## config.mk

```make
export PLATFORM = sky130hd
export DESIGN_NAME = ic_cpu_bus_arbiter
export DESIGN_NICKNAME = d
export VERILOG_FILES = /design/src/rtl/ic_cpu_bus_arbiter.sv
export SDC_FILE = /design/constraint.sdc
export NUM_CORES = 1
export LEC_CHECK = 0
export CAP_MARGIN = 30
export CORE_AREA = 10 10 116 118
export CTS_BUF_LIST = sky130_fd_sc_hd__clkbuf_8
export DETAILED_ROUTE_END_ITERATION = 16
export DIE_AREA = 0 0 126 128
export PLACE_DENSITY = 0.67
export SLEW_MARGIN = 0
export SYNTH_ARGS = -nofsm -noshare
export SYNTH_HDL_FRONTEND = slang
export SYNTH_SLANG_ARGS = --single-unit
```

## constraint.sdc

```tcl
create_clock -name m0_aclk -period 2.1 [get_ports m0_aclk]
set_input_delay 0.315 -clock m0_aclk [delete_from_list [all_inputs] [get_ports m0_aclk]]
set_output_delay 0.315 -clock m0_aclk [all_outputs]
set_load 0.05 [all_outputs]
```

## src/rtl/ic_cpu_bus_arbiter.sv

```systemverilog
// ic_cpu_bus_arbiter
//   Shares one CPU memory bus between the instruction port (requester 0) and
//   the data port (requester 1). Every accepted request pushes its owner id
//   into an in-order FIFO so responses are steered back to the right port.
//   Both channels are purely combinational through the arbiter (zero added
//   latency); only selection/lock/FIFO bookkeeping is registered.
//
//   Optional feature macro: IC_CPU_BUS_ARB_RR_EN
//     defined   -> round-robin on contention (tracks last_grant)
//     undefined -> fixed priority, requester 1 (data) wins contention
//
// Parameters
//   OUTSTANDING  owner FIFO depth = max accepted transactions awaiting response (1..4)
// Ports
//   m0_aclk, m0_aresetn            clock, async active-low reset
//   rN_req/rN_gnt                  requester N request handshake
//   rN_wen/strb/wdata/addr         requester N request fields
//   rN_recv/rN_ack                 requester N response handshake
//   rN_error/rN_rdata              requester N response payload
//   m_req/m_gnt                    downstream request handshake
//   m_wen/strb/wdata/addr          downstream request fields
//   m_recv/m_ack                   downstream response handshake
//   m_error/m_rdata                downstream response payload
module ic_cpu_bus_arbiter #(
  parameter int OUTSTANDING = 2
) (
  input  logic        m0_aclk,
  input  logic        m0_aresetn,
  // requester 0 (instruction)
  input  logic        r0_req,
  output logic        r0_gnt,
  input  logic        r0_wen,
  input  logic [3:0]  r0_strb,
  input  logic [31:0] r0_wdata,
  input  logic [31:0] r0_addr,
  output logic        r0_recv,
  input  logic        r0_ack,
  output logic        r0_error,
  output logic [31:0] r0_rdata,
  // requester 1 (data)
  input  logic        r1_req,
  output logic        r1_gnt,
  input  logic        r1_wen,
  input  logic [3:0]  r1_strb,
  input  logic [31:0] r1_wdata,
  input  logic [31:0] r1_addr,
  output logic        r1_recv,
  input  logic        r1_ack,
  output logic        r1_error,
  output logic [31:0] r1_rdata,
  // downstream
  output logic        m_req,
  input  logic        m_gnt,
  output logic        m_wen,
  output logic [3:0]  m_strb,
  output logic [31:0] m_wdata,
  output logic [31:0] m_addr,
  input  logic        m_recv,
  output logic        m_ack,
  input  logic        m_error,
  input  logic [31:0] m_rdata
);

  localparam int CW = $clog2(OUTSTANDING + 1);
  localparam int PW = (OUTSTANDING > 1) ? $clog2(OUTSTANDING) : 1;

  // owner FIFO
  logic [OUTSTANDING-1:0] own_q;
  logic [PW-1:0]          wr_ptr_q, rd_ptr_q;
  logic [CW-1:0]          cnt_q, cnt_d;
  logic                   fifo_full, fifo_empty, head;

  // lock keeps an ungranted downstream request pinned to its requester
  logic lock_valid_q, lock_id_q;

  logic sel, sel_req, push, pop;

`ifdef IC_CPU_BUS_ARB_RR_EN
  logic last_grant_q;
`endif

  function automatic logic [PW-1:0] ptr_inc(input logic [PW-1:0] p);
    if (p == PW'(OUTSTANDING - 1)) return '0;
    return p + PW'(1);
  endfunction

  assign fifo_full  = (cnt_q == CW'(OUTSTANDING));
  assign fifo_empty = (cnt_q == '0);
  assign head       = own_q[rd_ptr_q];

  // ---------------- selection ----------------
  always_comb begin
    sel = 1'b0;
    if (lock_valid_q)          sel = lock_id_q;
    else if (r0_req && r1_req) begin
`ifdef IC_CPU_BUS_ARB_RR_EN
      sel = ~last_grant_q;
`else
      sel = 1'b1;
`endif
    end
    else                       sel = r1_req;  // lone requester (or nobody)
  end

  assign sel_req = sel ? r1_req : r0_req;

  // ---------------- request path ----------------
  always_comb begin
    m_req   = sel_req && !fifo_full;
    m_wen   = 1'b0;
    m_strb  = '0;
    m_wdata = '0;
    m_addr  = '0;
    if (sel_req) begin
      m_wen   = sel ? r1_wen   : r0_wen;
      m_strb  = sel ? r1_strb  : r0_strb;
      m_wdata = sel ? r1_wdata : r0_wdata;
      m_addr  = sel ? r1_addr  : r0_addr;
    end
    r0_gnt = !sel && m_req && m_gnt;
    r1_gnt =  sel && m_req && m_gnt;
  end

  // ---------------- response path ----------------
  always_comb begin
    r0_recv  = m_recv && !fifo_empty && !head;
    r1_recv  = m_recv && !fifo_empty &&  head;
    // responses with no tracked owner are neither forwarded nor accepted
    m_ack    = !fifo_empty && (head ? r1_ack : r0_ack);
    r0_rdata = r0_recv ? m_rdata : '0;
    r1_rdata = r1_recv ? m_rdata : '0;
    r0_error = r0_recv && m_error;
    r1_error = r1_recv && m_error;
  end

  assign push = m_req && m_gnt;
  assign pop  = m_recv && m_ack;

  always_comb begin
    cnt_d = cnt_q;
    case ({push, pop})
      2'b10:   cnt_d = cnt_q + CW'(1);
      2'b01:   cnt_d = cnt_q - CW'(1);
      default: cnt_d = cnt_q;  // idle, or push+pop keeps occupancy
    endcase
  end

  // ---------------- state ----------------
  always_ff @(posedge m0_aclk or negedge m0_aresetn) begin
    if (!m0_aresetn) begin
      own_q    <= '0;
      wr_ptr_q <= '0;
      rd_ptr_q <= '0;
      cnt_q    <= '0;
    end else begin
      cnt_q <= cnt_d;
      if (push) begin
        own_q[wr_ptr_q] <= sel;
        wr_ptr_q        <= ptr_inc(wr_ptr_q);
      end
      if (pop) rd_ptr_q <= ptr_inc(rd_ptr_q);
    end
  end

  always_ff @(posedge m0_aclk or negedge m0_aresetn) begin
    if (!m0_aresetn) begin
      lock_valid_q <= 1'b0;
      lock_id_q    <= 1'b0;
    end else if (m_req && !m_gnt) begin
      lock_valid_q <= 1'b1;
      lock_id_q    <= sel;
    end else if (push) begin
      lock_valid_q <= 1'b0;
    end
  end

`ifdef IC_CPU_BUS_ARB_RR_EN
  always_ff @(posedge m0_aclk or negedge m0_aresetn) begin
    if (!m0_aresetn)  last_grant_q <= 1'b0;
    else if (push)    last_grant_q <= sel;
  end
`endif

endmodule
```

==> run summary <==
I/O pin cnt -> 320
Register-to-Register Path Depth -> 6
Time the worst path needs with I/O delays and setup -> 2150 ps
Overall fraction of global-route tracks in use -> 17.8%
Die Span X -> 126 µm
Worst min-delay path class -> in -> async
Wire length of the first global-routing pass -> 23.3 mm
Setup violations, final -> 45
Clock Pin Slew Worst Setup and Hold Paths -> 40 ps
Commonest cells in the netlist -> 139 x sky130_fd_sc_hd__nand2_1, 69 x sky130_fd_sc_hd__a21oi_1, 66 x sky130_fd_sc_hd__and2_1
Total Neg Setup Slack -> -981 ps
Vias post-DR -> 3673
Number of maximum-capacitance constraint violations -> 0
Final period utilization -> 102%
Initial antenna violation count -> 1
Net count, final -> 856
Number of DRC markers after the initial detailed-route iteration -> 146
Combinational family with the most area after synthesis -> simple AND/OR/NAND/NOR gates
Worst setup skew after layout -> 6.59 ps
Average wire per standard cell -> 20.3 µm
Die Y-Extent -> 128 µm
Share of post-route cells with drive strength above 1 -> 36.6%
CP max stage cell -> sky130_fd_sc_hd__dfrtp_2
Max transition margin -> 72.4%
Number of flops mapped to enable cells by yosys -> 0
Cells along the critical path -> buf_12, a21boi_4, o21ai_4, buf_12, buf_12, a21oi_1, buf_12
Proportion of netlist area held by the largest area contributor -> 26.5%
Most repeated cell in the gate-level netlist after synthesis -> sky130_fd_sc_hd__nand2_1
Area growth syn-to-layout -> 275%
Result of the run -> finished, violations left
Num CTS Buffers -> 3
FMAX -> 465 MHz
Part of the Yosys area used for sequential elements -> 10.2%
Cell mode on critical path -> sky130_fd_sc_hd__buf_12
DRT antenna net count -> 0
Slowest stage delay, CP -> 460 ps
Cell variety after synth -> 29
Last element of the critical path -> m_wdata[19]
Post-layout worst setup margin -> -50.7 ps
Die Outline Area -> 16100 µm²
TritonCTS clock tree -> yes
FF+latch count, synth -> 8
First-pass iteration count of the detailed router -> 4
CP Class -> reg -> out
Count of final max-slew check failures -> 0
Mean post-synth cell area -> 5.65 µm²
Clock Path Buffers -> 2
Count of unresolved DRC violations after routing -> 0
Area leader, netlist -> sky130_fd_sc_hd__nand2_1
Via count normalized by instance count -> 4.49
Worst path arrival time -> 1840 ps
Register-to-register setup slack -> 210 ps
Overflow after GRT -> 0
Setup repair after global routing missed its margin -> yes
Nets in the synthesized netlist -> 529
Kind of capture point of the worst setup path -> primary output
Insertion delay of the later-clocked pin in the worst-skew pair -> 240 ps
Post-synthesis compound-gate area fraction -> 22.8%
Post-layout utilization of the core -> 66.0%
Worst-path maximum fanout -> 13
Routability congestion estimate from global placement -> 0.837
Core region area -> 11200 µm²
Share of flip-flops with an asynchronous set or reset after synthesis -> 100%
Final non-filler cell total -> 818
Reg2Reg Capture Point -> cnt_q[1]
Count of buffers inserted at the top-level ports -> 319
CP Data Required Time -> 1780 ps
Total power after layout -> 11.7 mW
Top post-synthesis cells by area -> sky130_fd_sc_hd__nand2_1 26%, sky130_fd_sc_hd__and2_1 21%, sky130_fd_sc_hd__a21oi_1 18%, sky130_fd_sc_hd__dfrtp_1 10%, sky130_fd_sc_hd__buf_2 4.3%
Adder and majority gate portion of the synthesized area -> 0.635%
Mapped Area -> 1970 µm²
Reg-to-reg critical path startpoint -> lock_id_q
Mux share of post-synthesis cell area -> 3.43%
Number of global-route vias before repair -> 3846
Worst hold margin -> 377 ps
Floorplan row count -> 39
Clock root buffer -> sky130_fd_sc_hd__clkbuf_8
Effective utilization at floorplan -> 17.6%
Number of sinks on the clock net -> 8
Final-report hold violation count -> 0
Synth Instances -> 349
Ratio of total power to cell area -> 1580 nW/µm²
Count of H-tree levels built during CTS -> 1
Post-detailed-routing wire length -> 16.6 mm
Synth Area in Simple Gates -> 50.9%
Synth Warn # -> 0
Most used flip-flop cell after synthesis -> sky130_fd_sc_hd__dfrtp_1
XOR/XNOR share of the synthesized area -> 2.22%
Leakage power -> 3.02 nW
Startpoint type of the worst setup path -> flip-flop
Post-DP HPWL -> 13.0 mm
Count of placed standard cells including taps -> 797
Transition at the pin with the smallest max-transition slack -> 412 ps
Maximum resistive drop on vdd -> 1.08 mV
Failing checks -> negative setup slack
Timing startpoint of the critical path -> lock_id_q
Pin count of the biggest net entering global routing -> 36
## stage by stage
stage          worst slack, ps  area (µm²)
6_report                 -50.7        7400
5_1_grt                   -104        7400
4_1_cts                  -72.3        7090
3_5_place_dp              -170        6780
3_3_place_gp              -138        6780
2_1_floorplan             1.59        1970
## cell families (layout without fill, tap and decap cells)
| group | count (synthesis) | in the layout |
|---|---|---|
| and+or+nand+nor | 219 | 219 |
| AOI/OAI and AO/OA | 80 | 80 |
| buffers and inverters | 31 | 356 |
| DFF | 8 | 8 |
| xor gates and xnor gates | 5 | 5 |
| muxes | 5 | 5 |
| adders and majority gates | 1 | 1 |
| other | 0 | 1 |
## how the worst min path moves through the flow
stage | startpoint | endpoint | cells past startpoint
2_1_floorplan | m0_aresetn | cnt_q[0] | 0
3_3_place_gp | rd_ptr_q | rd_ptr_q | 1
3_5_place_dp | wr_ptr_q | wr_ptr_q | 1
4_1_cts | m0_aresetn | own_q[0] | 1
5_1_grt | m0_aresetn | rd_ptr_q | 1
6_report | m0_aresetn | rd_ptr_q | 1
## where the power goes
| part | internal [mW] | switching, mW |
|---|---|---|
| Sequential | 0.241 | 0.114 |
| Clock | 0.124 | 0.0645 |
| Combinational | 5.15 | 6.00 |
## routing by layer
layer	part of all wire, %	vias to the layer above	track usage [%]	routed length [µm]
met4	1.8	0	3.62	307
li1	-	1771	-	-
met5	0	-	0	0
met1	34	1717	17.7	5720
met2	55	164	34.8	9210
met3	8.2	21	6.20	1360
## layout by cell type (no fill, tap or decap), types with 2 or more instances in the layout
master	n
sky130_fd_sc_hd__a21oi_1	12
sky130_fd_sc_hd__buf_4	9
sky130_fd_sc_hd__and2_1	65
sky130_fd_sc_hd__dfrtp_1	6
sky130_fd_sc_hd__xor2_1	2
sky130_fd_sc_hd__dfrtp_2	2
sky130_fd_sc_hd__buf_6	5
sky130_fd_sc_hd__a21oi_2	53
sky130_fd_sc_hd__inv_1	2
sky130_fd_sc_hd__o31ai_1	3
sky130_fd_sc_hd__nand2_1	138
sky130_fd_sc_hd__nor2_2	2
sky130_fd_sc_hd__xnor2_1	3
sky130_fd_sc_hd__clkbuf_16	4
sky130_fd_sc_hd__dlygate4sd2_1	2
sky130_fd_sc_hd__o21ai_0	3
sky130_fd_sc_hd__clkbuf_8	3
sky130_fd_sc_hd__a21oi_4	4
sky130_fd_sc_hd__buf_12	153
sky130_fd_sc_hd__mux2i_1	2
sky130_fd_sc_hd__nor2_1	7
sky130_fd_sc_hd__clkdlybuf4s50_1	176
## sequential cells by signal (all words and copies together) (netlist names)
signal and flops:
lock_valid_q 1, cnt_q 2, wr_ptr_q 1, rd_ptr_q 1, lock_id_q 1, own_q 2
## critical path: cells and delay by family, from the launching register on
family,cells,cell delay (ps)
AOI/OAI and AO/OA,3,490
buffers and inverters,4,640
DFF,1,460
## repair_timing
item | in CTS | in global routing
setup endpoints to repair | 72 | 101
hold buffers | 0 | 0
pin swaps | 1 | 5
setup buffers | 6 | 4
gates resized for setup | 28 | 50
gates cloned | 4 | 5
## cell type report
class	count	area, µm²
Multi-Input combinational cell	310	1840
Antenna cell	1	2.50
Clock buffer	3	41.3
Fill cell	869	3820
Inverter	2	7.51
Sequential cell	8	203
Timing Repair Buffer	351	5130
Tap cell	143	179
(Power assumes the default switching activity.)
